## src/rtl/insn_line_buffer_pkg.sv

```systemverilog
// Shared types and sizing helpers for the instruction line buffer.
package insn_line_buffer_pkg;

    localparam int LINE_BYTES = 16;
    localparam int LINE_W     = 128;
    localparam int OFFS_W     = 4;

    typedef enum logic [1:0] {
        IDLE = 2'd0,
        REQ  = 2'd1,
        WAIT = 2'd2
    } ilb_state_e;

    // Control flops grouped so the FSM state is visible as one struct.
    typedef struct packed {
        ilb_state_e state;
        logic       drop;
    } ilb_ctrl_t;

    function automatic int idx_w(input int nlines);
        return (nlines > 1) ? $clog2(nlines) : 1;
    endfunction

    function automatic int tag_w(input int nlines, input int addr_w);
        return addr_w - OFFS_W - idx_w(nlines);
    endfunction

endpackage

```

## src/rtl/insn_line_store.sv

```systemverilog
// Direct-mapped line store: data/tag/valid arrays, one combinational read
// port, one write port and a global invalidate that beats a same-cycle write.
module insn_line_store
    import insn_line_buffer_pkg::*;
#(
    parameter int NLINES = 4,
    parameter int ADDR_W = 32,
    localparam int IDXW  = idx_w(NLINES),
    localparam int TAGW  = tag_w(NLINES, ADDR_W)
) (
    input  logic              clk,
    input  logic              rst_n,
    input  logic [IDXW-1:0]   rd_idx,
    output logic              rd_valid,
    output logic [TAGW-1:0]   rd_tag,
    output logic [LINE_W-1:0] rd_data,
    input  logic              wr_en,
    input  logic [IDXW-1:0]   wr_idx,
    input  logic [TAGW-1:0]   wr_tag,
    input  logic [LINE_W-1:0] wr_data,
    input  logic              inv_all
);

    logic [NLINES-1:0] valid_q, valid_d;
    logic [LINE_W-1:0] data_q [NLINES];
    logic [LINE_W-1:0] data_d [NLINES];
    logic [TAGW-1:0]   tag_q  [NLINES];
    logic [TAGW-1:0]   tag_d  [NLINES];

    always_comb begin
        valid_d = valid_q;
        data_d  = data_q;
        tag_d   = tag_q;
        if (wr_en) begin
            data_d[wr_idx]  = wr_data;
            tag_d[wr_idx]   = wr_tag;
            valid_d[wr_idx] = 1'b1;
        end
        if (inv_all) begin
            valid_d = '0;
        end
    end

    always_ff @(posedge clk or negedge rst_n) begin
        if (!rst_n) begin
            valid_q <= '0;
        end else begin
            valid_q <= valid_d;
        end
    end

    // Payload arrays carry no reset; valid bits alone qualify them.
    always_ff @(posedge clk) begin
        data_q <= data_d;
        tag_q  <= tag_d;
    end

    assign rd_valid = valid_q[rd_idx];
    assign rd_tag   = tag_q[rd_idx];
    assign rd_data  = data_q[rd_idx];

endmodule

```

## src/rtl/insn_line_buffer.sv

```systemverilog
// Instruction line buffer: zero-latency hit path plus a single-outstanding
// line fill FSM. Optional counters enabled by INSN_LINE_BUFFER_STATS_EN.
module insn_line_buffer
    import insn_line_buffer_pkg::*;
#(
    parameter int NLINES = 4,
    parameter int ADDR_W = 32
) (
    input  logic              CLK,
    input  logic              RST_X,
    input  logic              i_req_valid,
    input  logic [ADDR_W-1:0] i_req_addr,
    input  logic              i_flush,
    output logic [LINE_W-1:0] o_insn_data,
    output logic              o_stall,
    output logic              o_mem_req,
    output logic [ADDR_W-1:0] o_mem_addr,
    input  logic              i_mem_ready,
    input  logic              i_mem_rvalid,
    input  logic [LINE_W-1:0] i_mem_rdata
`ifdef INSN_LINE_BUFFER_STATS_EN
    ,
    output logic [31:0]       o_hit_cnt,
    output logic [31:0]       o_miss_cnt
`endif
);

    localparam int IDXW = idx_w(NLINES);
    localparam int TAGW = tag_w(NLINES, ADDR_W);
    localparam logic [ADDR_W-1:0] OFFS_MASK = ADDR_W'(LINE_BYTES - 1);

    ilb_ctrl_t         ctrl_q, ctrl_d;
    logic [ADDR_W-1:0] fill_addr_q, fill_addr_d;
    logic              fill_wr;
    logic              miss_start;
    logic              hit;

    logic [IDXW-1:0]   req_idx;
    logic [TAGW-1:0]   req_tag;
    logic              rd_valid;
    logic [TAGW-1:0]   rd_tag;
    logic [LINE_W-1:0] rd_data;

    assign req_idx = i_req_addr[OFFS_W+IDXW-1:OFFS_W];
    assign req_tag = i_req_addr[ADDR_W-1:OFFS_W+IDXW];

    insn_line_store #(
        .NLINES (NLINES),
        .ADDR_W (ADDR_W)
    ) u_store (
        .clk      (CLK),
        .rst_n    (RST_X),
        .rd_idx   (req_idx),
        .rd_valid (rd_valid),
        .rd_tag   (rd_tag),
        .rd_data  (rd_data),
        .wr_en    (fill_wr),
        .wr_idx   (fill_addr_q[OFFS_W+IDXW-1:OFFS_W]),
        .wr_tag   (fill_addr_q[ADDR_W-1:OFFS_W+IDXW]),
        .wr_data  (i_mem_rdata),
        .inv_all  (i_flush)
    );

    // A flush cycle never reports a hit, even for a line still marked valid.
    assign hit        = i_req_valid & ~i_flush & rd_valid & (rd_tag == req_tag);
    assign miss_start = (ctrl_q.state == IDLE) & i_req_valid & ~hit & ~i_flush;

    always_ff @(posedge CLK or negedge RST_X) begin
        if (!RST_X) begin
            ctrl_q      <= '{state: IDLE, drop: 1'b0};
            fill_addr_q <= '0;
        end else begin
            ctrl_q      <= ctrl_d;
            fill_addr_q <= fill_addr_d;
        end
    end

    always_comb begin
        ctrl_d      = ctrl_q;
        fill_addr_d = fill_addr_q;
        fill_wr     = 1'b0;
        case (ctrl_q.state)
            IDLE: begin
                if (miss_start) begin
                    ctrl_d.state = REQ;
                    fill_addr_d  = i_req_addr & ~OFFS_MASK;
                end
            end
            REQ: begin
                if (i_mem_ready) begin
                    ctrl_d.state = WAIT;
                end
                if (i_flush) begin
                    ctrl_d.drop = 1'b1;
                end
            end
            WAIT: begin
                // A flush anywhere in the fill's lifetime poisons its data.
                if (i_mem_rvalid) begin
                    ctrl_d.state = IDLE;
                    ctrl_d.drop  = 1'b0;
                    fill_wr      = ~ctrl_q.drop & ~i_flush;
                end else if (i_flush) begin
                    ctrl_d.drop = 1'b1;
                end
            end
            default: begin
                ctrl_d.state = IDLE;
                ctrl_d.drop  = 1'b0;
            end
        endcase
    end

    always_comb begin
        o_mem_req   = (ctrl_q.state == REQ);
        o_mem_addr  = fill_addr_q;
        o_stall     = i_req_valid & ~hit;
        o_insn_data = hit ? rd_data : '0;
    end

`ifdef INSN_LINE_BUFFER_STATS_EN
    logic [31:0] hit_cnt_q, hit_cnt_d;
    logic [31:0] miss_cnt_q, miss_cnt_d;

    always_comb begin
        hit_cnt_d  = hit_cnt_q;
        miss_cnt_d = miss_cnt_q;
        if (i_flush) begin
            hit_cnt_d  = '0;
            miss_cnt_d = '0;
        end else begin
            if (hit && (hit_cnt_q != '1)) begin
                hit_cnt_d = hit_cnt_q + 32'd1;
            end
            if (miss_start && (miss_cnt_q != '1)) begin
                miss_cnt_d = miss_cnt_q + 32'd1;
            end
        end
    end

    always_ff @(posedge CLK or negedge RST_X) begin
        if (!RST_X) begin
            hit_cnt_q  <= '0;
            miss_cnt_q <= '0;
        end else begin
            hit_cnt_q  <= hit_cnt_d;
            miss_cnt_q <= miss_cnt_d;
        end
    end

    assign o_hit_cnt  = hit_cnt_q;
    assign o_miss_cnt = miss_cnt_q;
`endif

endmodule
```

## config.mk

```make
export PLATFORM = sky130hd
export DESIGN_NAME = insn_line_buffer
export DESIGN_NICKNAME = d
export VERILOG_FILES = /design/src/rtl/insn_line_buffer_pkg.sv /design/src/rtl/insn_line_store.sv /design/src/rtl/insn_line_buffer.sv
export SDC_FILE = /design/constraint.sdc
export NUM_CORES = 1
export LEC_CHECK = 0
export BUFFER_PORTS_ARGS = -buffer_cell sky130_fd_sc_hd__buf_2
export CAP_MARGIN = 20
export CORE_ASPECT_RATIO = 1.1
export CORE_UTILIZATION = 52
export DETAILED_ROUTE_END_ITERATION = 12
export GPL_TIMING_DRIVEN = 0
export MAX_ROUTING_LAYER = met4
export PLACE_DENSITY = 0.83
export SLEW_MARGIN = 30
export SYNTH_ARGS = -nofsm -noshare
export SYNTH_HDL_FRONTEND = slang
export SYNTH_SLANG_ARGS = --single-unit
export TNS_END_PERCENT = 100
```

## constraint.sdc

```tcl
create_clock -name CLK -period 8.57 [get_ports CLK]
set_clock_uncertainty 0.1 [all_clocks]
set_input_delay 0.4285 -clock CLK [delete_from_list [all_inputs] [get_ports CLK]]
set_output_delay 0.4285 -clock CLK [all_outputs]
set_load 0.02 [all_outputs]
```

After elaboration in Yosys (flattened, before gate mapping):

Cells that the tools add are included.

* register bits: 651
* output and inout bits: 162

* bitwise logic cells: 14
* equal/unequal tests: 6
* reduce and logical (&&, ||, !) cells: 6
* muxes and demuxes: 28
* order comparisons: 6

Operators with widths (count)
* 512-bit bitwise mux: 1
* 128-bit two-way mux: 4
* 128-bit binary-select mux with 2-bit select: 1
* 128-bit demux with 2-bit select: 1
* 104-bit bitwise mux: 1
* 26-bit two-way mux: 3
* 26-bit binary-select mux with 2-bit select: 1
* 26-bit demux with 2-bit select: 1
* 26-bit equality test: 1
* 1-bit AND: 8
* 4-bit two-way mux: 2
* 3-bit greater-or-equal comparator, second input constant: 2
* 2-bit by 3-bit less-than comparator with 1-bit output, second input constant: 2
* 1-bit two-way mux: 6
* 2-bit two-way mux: 3
* 2-bit NOT with 3-bit output: 2
* 2-bit one-hot mux with 3 select lines: 1
* 2-bit != test, second input constant: 2
* 4-bit bitwise OR: 1
* 3-bit by 1-bit less-than comparator with 1-bit output, second input constant: 1
* 1-bit NOT: 3
* 1-bit one-hot mux with 3 select lines: 1
* 3-bit AND reduction: 1
* 1-bit binary-select mux with 2-bit select: 1
* 9 further kinds: 10

Longest topological paths before layout:

Gate-level depths: netlist of the first run.

* depth after elaboration: 11
* depth in mapped cells: 11
* gate-level depth less buffers: 8

Hierarchy:

A second synthesis of the first run with hierarchy kept.

* cell total of the unflattened synthesis: 1091
* area total of the unflattened synthesis: 24989.0 µm²

By module, submodules not included
* insn_line_store: area an instance 22409.0 µm², times used 1, sequential area each 18597.8 µm², cells an instance 820
* insn_line_buffer: area an instance 2580.0 µm², times used 1, sequential area each 775.7 µm², cells an instance 271

Worst setup path after synthesis of the first run:

No wires, ideal clock.

* kind: flip-flop to flip-flop
* from: register ctrl_q[1] (netlist bit)
* to: register u_store.data_q[384] (netlist bit) (enable)
* cell stages (with the launch flop): 6
* data required time: 7782 ps
* arrival time: 7735 ps
* setup slack: 47 ps
* period minus slack after synthesis: 8523 ps
* setup time: 688 ps
* path through: dfrtp_1 > inv_1 > ha_1 > nand2_1 > nor4_1 > nor2b_1

* cells in the longest elaborated chain, start to end: 2

RTL lines
* start: declaration: RTL line insn_line_buffer.sv:32 `ilb_ctrl_t ctrl_q, ctrl_d;`
* start signal: assignment: RTL line insn_line_buffer.sv:70 `ctrl_q <= '{state: IDLE, drop: 1'b0};`
* start signal: assignment: RTL line insn_line_buffer.sv:73 `ctrl_q <= ctrl_d;`
* 2-bit equality test: RTL line insn_line_buffer.sv:82 `case (ctrl_q.state)`
* 1-bit two-way mux: RTL line insn_line_buffer.sv:82
* end signal: assignment: RTL line insn_line_store.sv:54 `data_q <= data_d;`
* end: declaration: RTL line insn_line_store.sv:25 `logic [LINE_W-1:0] data_q [NLINES];`

Every way passes these cells.
A chain may end at the register's enable or synchronous reset.

Worst setup path in the final report of the first run:

* from: register u_store.tag_q[20] (netlist bit)
* to: output o_insn_data[112]

* cells in the longest elaborated chain, start to end: 6

RTL lines
* start: declaration: RTL line insn_line_store.sv:27 `logic [TAGW-1:0] tag_q [NLINES];`
* start signal: assignment: RTL line insn_line_store.sv:55 `tag_q <= tag_d;`
* 26-bit binary-select mux with 2-bit select: RTL line insn_line_store.sv:59 `assign rd_tag = tag_q[rd_idx];`
* 26-bit two-way mux (not written as such) (2 in series): RTL line insn_line_store.sv:59
* 26-bit equality test: RTL line insn_line_buffer.sv:65 `assign hit = i_req_valid & ~i_flush & rd_valid & (rd_tag == req_tag);`
* 1-bit AND: RTL line insn_line_buffer.sv:65
* 128-bit two-way mux: RTL line insn_line_buffer.sv:118 `o_insn_data = hit ? rd_data : '0;`
* end: declaration: RTL line insn_line_buffer.sv:14 `output logic [LINE_W-1:0] o_insn_data,`

Every way passes these cells. The select of a mux whose other input is x is not followed.

==> results of run 1 <==
[cells by family (layout without fill, tap and decap cells)]
kind of cell | Yosys count | after routing | share of synthesized area
buffers and inverters | 68 | 673 | 0.0135
other | 1 | 8 | 0.000148
AO/OA/AOI/OAI | 37 | 37 | 0.0124
adder cells (fa/ha/maj) | 4 | 4 | 0.00198
flip-flops | 651 | 651 | 0.766
multiplexers | 197 | 197 | 0.154
XOR/XNOR | 20 | 20 | 0.00692
AND/OR/NAND/NOR | 189 | 189 | 0.0451
[per-stage QoR]
| stage | util | cell area, µm² |
|---|---|---|
| after floorplan | - | 25300 |
| after global placement | 0.578 | 27700 |
| after detailed placement | 0.593 | 28400 |
| after CTS | 0.666 | 31900 |
| after global routing | 0.667 | 32000 |
| final | 0.667 | 32000 |
[power breakdown]
group | internal (W) | total [W] | switching [W]
registers | 0.00374 | 0.00390 | 0.000155
clock network | 0.00160 | 0.00274 | 0.00114
logic | 0.000385 | 0.000816 | 0.000430
total | 0.00573 | 0.00745 | 0.00172
[registers in the layout, summed over array words and instances, names as in the netlist]
signal	cells
u_store.valid_q	4
u_store.data_q	512
u_store.tag_q	104
o_mem_addr	28
ctrl_q	3
[worst paths after layout]
kind	cells past startpoint	slack, ns	to	startpoint
worst max register to register	9	5.58	u_store.data_q[396]	ctrl_q[1]
worst min-delay path	2	0.06	o_mem_addr[31]	i_req_addr[31]
max in group asynchronous	2	7.75	o_mem_addr[22]	RST_X
worst min register to register	2	0.40	u_store.valid_q[0]	u_store.valid_q[0]
worst max-delay path	9	4.02	o_insn_data[112]	u_store.tag_q[20]
min in group asynchronous	2	0.27	o_mem_addr[9]	RST_X
[cell usage after synthesis (3+ instances only)]
master | count | share of area
dfrtp_1 | 35 | 0.035
buf_4 | 6 | 0.0018
clkbuf_1 | 30 | 0.0044
nand2_1 | 8 | 0.0012
edfxtp_1 | 616 | 0.73
a22oi_1 | 3 | 0.00089
xnor2_1 | 20 | 0.0069
buf_6 | 6 | 0.0027
nor4_1 | 3 | 0.00074
or4_1 | 3 | 0.00089
nand2b_1 | 6 | 0.0015
ha_1 | 4 | 0.0020
inv_1 | 10 | 0.0015
mux2_4 | 20 | 0.012
mux2i_1 | 17 | 0.0067
buf_2 | 16 | 0.0032
nor2b_1 | 134 | 0.033
nand4_1 | 6 | 0.0015
nor2_1 | 13 | 0.0019
a21oi_1 | 5 | 0.00099
mux4_2 | 145 | 0.13
mux2_2 | 13 | 0.0058
a32oi_1 | 3 | 0.0010
o22ai_1 | 3 | 0.00074
nand3_1 | 8 | 0.0016
o21ai_0 | 3 | 0.00059
[repair_timing]
item,4_1_cts,5_1_grt
resized for setup,0,0
hold buffers,149,0
setup buffers,0,0
hold endpoints to repair,567,0
[metal layers]
layer	routed length, µm	part of all wire	vias up
met4	1930	0.032	0
met2	31600	0.52	663
met5	0	0	-
li1	-	-	5894
met1	22700	0.37	7170
met3	4430	0.073	135
[layout make-up]
cell class | count | area share
Clock inverter | 25 | 0.00955
Tap cell | 645 | 0.0253
Antenna cell | 4 | 0.000313
Timing Repair Buffer | 493 | 0.118
Sequential cell | 651 | 0.606
Multi-Input combinational cell | 451 | 0.176
Inverter | 10 | 0.00117
Buffer | 58 | 0.00971
Clock buffer | 87 | 0.0539
[worst max-delay path, stage by stage (launching register included)]
cell and delay [ns]:
edfxtp_1 0.37, mux4_2 0.51, xnor2_1 0.31, nand4_1 0.25
nor4_4 0.42, nand3_1 0.33, clkbuf_2 0.46, buf_2 0.33
nor2b_1 0.20, buf_2 0.23
==> flow_summary.toml, run 1 <==
[status]
status = "completed"

[setup_path]
worst_setup_path_end_kind = "primary output"
arrival_ns = 4.02
startpoint_type = "flop"
path_class = "flop to primary output"
cp_max_fo = 10
required_ns = 8.04

[logic_synthesis]
synthCells = 1167
synth_flop_cell = "edfxtp_1"
synth.avg_cell_area_um2 = 21.7
ys_seq_elements = 651
ys_types = 51
synth_area_mm2 = 0.0253
yosysSeqAreaShare = 0.766
synth_async_sr_flop_share = 0.0538
synth_edf_count = 616
ys_warn_count = 0

[drt]
drc = 0
dr.pass1.iters = 5
antenna_left = 0
drt_iter0_markers = 1431
vias_per_cell = 5.72
routed_wl_mm = 60.6
vias = 13900
routedWlPerCell_um = 25.0

[run]
drv_cap = 0

[sta]
relSlewSlack = 0.372
worst_slack_ns = 4.02
setup_viol = 0
hold_viol = 0
slew_viol_final = 0
clock.fmax_mhz = 220
hold-worst-slack_ns = 0.0551
rsz0062_at_grt = "no"
tightest_slew_ns = 0.941
final.period_utilization = 0.531
min_period_ns = 4.55
fin_tns_setup_ns = 0

[final_layout]
final_cells = 2424
layout_commonest_cell = "edfxtp_1"
layout_common_cells = "616 x edfxtp_1, 331 x buf_2, 149 x dlygate4sd3_1"
fill_cells = 2999
areaGrowthSynthToFinish_pct = 26.3
seq_area_mm2 = 0.0194
nets = 1895
drive_gt1_frac = 0.368
multi_input_area_mm2 = 0.00562

[cts]
cts_max_level = 2
clkLatencyLatePin_ns = 0.61
cts_buffer_depth = 3
path_clk_slew_ns = 0.06
cts_sinks = 651
cts_tree = "built"
cts_buffers = 60
clock-root-buffer = "clkbuf_16"

[grt]
grt_use_total = 0.252
grt-ovfl-total = 0
gr-usage-met3 = 0.0484
use_met1 = 0.301
grt_max_degree = 41
antenna_found_initial = 3
grt_pass1_wl_mm = 88.1
grtUsageMet2 = 0.426
grt_pass1_vias = 14500
grt.busiest_layer = "met2"

[floorplanning]
die_w_um = 212
ios = 328
initial_utilization = 0.528
core-area_mm2 = 0.0479
die_area_mm2 = 0.0496
fp.dieH_um = 233
rows = 84

[power]
p_leak_nw = 11.2
power_density_mw_per_mm2 = 233
peakVddDrop_mv = 0.291
fin_total_pwr_w = 0.00745

[placement]
place.gp.congestion = 0.867
dp.cells = 2158
dp_hpwl_mm = 35.7
numPortBuffers = 316
preCtsSetupSlack_ns = 4.15

[min_path]
hold_path_class = "input pin to flop"
Note: power is estimated with default switching activity, not from simulation.
==> run 2, diff against run 1 <==
--- a/config.mk
+++ b/config.mk
@@ -5,6 +5,7 @@
 export SDC_FILE = /design/constraint.sdc
 export NUM_CORES = 1
 export LEC_CHECK = 0
+export ABC_AREA = 1
 export BUFFER_PORTS_ARGS = -buffer_cell sky130_fd_sc_hd__buf_2
 export CAP_MARGIN = 20
 export CORE_ASPECT_RATIO = 1.1
@@ -12,7 +13,7 @@
 export DETAILED_ROUTE_END_ITERATION = 12
 export GPL_TIMING_DRIVEN = 0
 export MAX_ROUTING_LAYER = met4
-export PLACE_DENSITY = 0.83
+export PLACE_DENSITY = 0.82
 export SLEW_MARGIN = 30
 export SYNTH_ARGS = -nofsm -noshare
 export SYNTH_HDL_FRONTEND = slang
==> constraint.sdc (replaced) <==
create_clock -name CLK -period 4 [get_ports CLK]
set_clock_uncertainty 0.1 [all_clocks]
set_input_delay 0.2 -clock CLK [delete_from_list [all_inputs] [get_ports CLK]]
set_output_delay 0.2 -clock CLK [all_outputs]
set_load 0.02 [all_outputs]
==> run 2 against run 1 <==
Total power up 110%. Die area rose by 5.3%. Register-to-register slack worse by 4.8 ns. Combinational power is 120% higher. Routed wire length rose by 26%. Sequential power increased by 110%. Largest power group unchanged. Clock power is 110% higher. Sequential share of layout area fell by 2.7 points. Critical path depth rose by 1.
==> flow_summary.toml, run 2 <==
[status]
status = "completed"

[grt]
grt_use_total = 0.295
grt_pass1_wl_mm = 113
grtUsageMet2 = 0.479
gr-usage-met3 = 0.0557
antenna_found_initial = 7
use_met1 = 0.355
grt-ovfl-total = 0
grt_max_degree = 36
grt.busiest_layer = "met2"
grt_pass1_vias = 19700

[placement]
numPortBuffers = 318
dpl_cell_area_mm2 = 0.0299
dp.cells = 3054
place.gp.congestion = 0.879
dp_hpwl_mm = 48.3

[logic_synthesis]
synthCells = 2013
synth.most_common_cell = "edfxtp_1"
synth.avg_cell_area_um2 = 13.2
ys_seq_elements = 651
synth_async_sr_flop_share = 0.0538
ys_types = 29
synth_top_area_frac = 0.694
synth_edf_count = 616
synth_flop_cell = "edfxtp_1"
yosysSeqAreaShare = 0.727
synth_area_mm2 = 0.0267
synthTopCellsByArea = "edfxtp_1 69%, nor3b_2 5.6%, o21ai_0 5.1%"
yosys.area.top_type = "edfxtp_1"
ys_warn_count = 0
synth_common_cells = "616 x edfxtp_1, 273 x o21ai_0, 271 x nor2_1"

[cts]
clkLatencyLatePin_ns = 0.62
cts_max_level = 2
cts_buffer_depth = 3
post_cts_buffers = 0
cts_tree = "built"
path_clk_slew_ns = 0.07
cts_sinks = 651
cts_buffers = 60
clock-root-buffer = "clkbuf_16"
cts-resized-gates = 0

[floorplanning]
initial_utilization = 0.529
die_w_um = 218
die_area_mm2 = 0.0522
rows = 86
ios = 328
core-area_mm2 = 0.0504
fp.dieH_um = 239

[drt]
vias_per_cell = 5.91
routed_wl_mm = 76.4
drc = 0
drt_iter0_markers = 2018
dr.pass1.iters = 6
vias = 19700
antenna_left = 0
routedWlPerCell_um = 22.9

[sta]
clock.fmax_mhz = 259
relSlewSlack = 0.482
min_period_ns = 3.86
tightest_slew_ns = 0.776
slew_viol_final = 0
hold_viol = 0
rsz0062_at_grt = "no"
setup_viol = 0
final.period_utilization = 0.964

[power]
power_density_mw_per_mm2 = 471
peakVddDrop_mv = 0.382
p_leak_nw = 12.1

[setup_path]
required_ns = 3.70
regToRegStartpoint = "ctrl_q[1]"
worst_setup_path_end_kind = "primary output"
arrival_ns = 3.56
r2r_cells = 11
path_class = "flop to primary output"
cp_max_fo = 10
startpoint_type = "flop"
r2r-end = "u_store.data_q[442]"
reg2reg_slack_ns = 0.80

[final_layout]
final_cells = 3332
nets = 2784
utilization = 0.665
layout_common_cells = "616 x edfxtp_1, 349 x buf_2, 273 x o21ai_0"
largest_reg_flops = 512
layout_commonest_cell = "edfxtp_1"
top_register = "u_store.data_q"
drive_gt1_frac = 0.248
areaGrowthSynthToFinish_pct = 25.6
fin_area_mm2 = 0.0335

[min_path]
hold_path_class = "input pin to asynchronous set/reset pin"

[run]
drv_cap = 0
-- run 2: changes by cell type after synthesis, moves of 78 or more --
cell,delta
o21ai_0,+270
nor3b_2,+120
nand2_1,+228
nor2_1,+258
o22ai_1,+125
nand3_1,+78
mux4_2,-145
nor2b_1,-134
-- run 2: worst max-delay path, stage by stage (launching register included) --
cell and delay (ns):
edfxtp_1 0.38, nand2_1 0.08, nand3_1 0.09, nand3_1 0.19, o21ai_0 0.12, nor4_1 0.44
nand3b_1 0.28, clkbuf_2 0.49, buf_2 0.38, nor3b_2 0.25, buf_2 0.23
-- run 2: power breakdown --
group          total (W)  switching (W)  internal [W]
Clock            0.00574        0.00249       0.00324
Sequential       0.00825       0.000291       0.00796
Combinational    0.00176        0.00114      0.000628
Total             0.0158        0.00392        0.0118
-- run 2: cells by family after synthesis --
kind of cell	synth area share
flip-flops	0.727
XOR/XNOR	0.000329
other	0.000141
adder cells (fa/ha/maj)	0.00188
AND/OR/NAND/NOR	0.150
AO/OA/AOI/OAI	0.0865
buffers and inverters	0.0343
-- run 2: layout make-up --
| cell class | instances | area (µm²) |
|---|---|---|
| Antenna cell | 6 | 15.0 |
| Fill cell | 3354 | 16900 |
| Clock buffer | 81 | 1660 |
| Inverter | 50 | 188 |
| Sequential cell | 651 | 19400 |
| Tap cell | 660 | 826 |
| Clock inverter | 33 | 313 |
| Timing Repair Buffer | 536 | 3920 |
| Buffer | 141 | 733 |
| Multi-Input combinational cell | 1174 | 6450 |
-- run 2: stage by stage --
stage / TNS, ns / setup WS, ns / hold WS (ns) / total power (W)
3_5_place_dp: 0 / 0.326 / 0.304 / 0.00999
3_3_place_gp: -2384.39 / -3.91 / 0.288 / 0.00987
2_1_floorplan: -611.52 / -1.02 / -0.196 / 0.00923
6_report: 0 / 0.145 / 0.0238 / 0.0158
4_1_cts: 0 / 0.192 / 0.181 / 0.0157
5_1_grt: 0 / 0.0727 / 0.0445 / 0.0162
-- run 2: repair_timing --
action                                 in CTS  in global routing
endpoints found under the hold margin     583                  0
hold buffers                              158                  0
setup endpoints to repair                   0                  0
-- run 2: layer usage --
metal	routed length (µm)	up-vias
met3	6660	259
met5	0	-
met2	38000	1270
met4	3730	0
met1	27900	9574
li1	-	8575
-- run 2: how the worst max path moves through the flow --
stage,startpoint,endpoint,slack (ns),depth (start not counted)
after floorplan,ctrl_q[1],u_store.data_q[128],-1.02,4
after global placement,ctrl_q[1],u_store.data_q[61],-3.91,4
after detailed placement,i_req_addr[5],o_insn_data[36],0.33,12
after CTS,u_store.tag_q[71],o_insn_data[36],0.19,10
after global routing,u_store.valid_q[3],o_insn_data[17],0.07,11
final,u_store.tag_q[71],o_insn_data[80],0.14,10
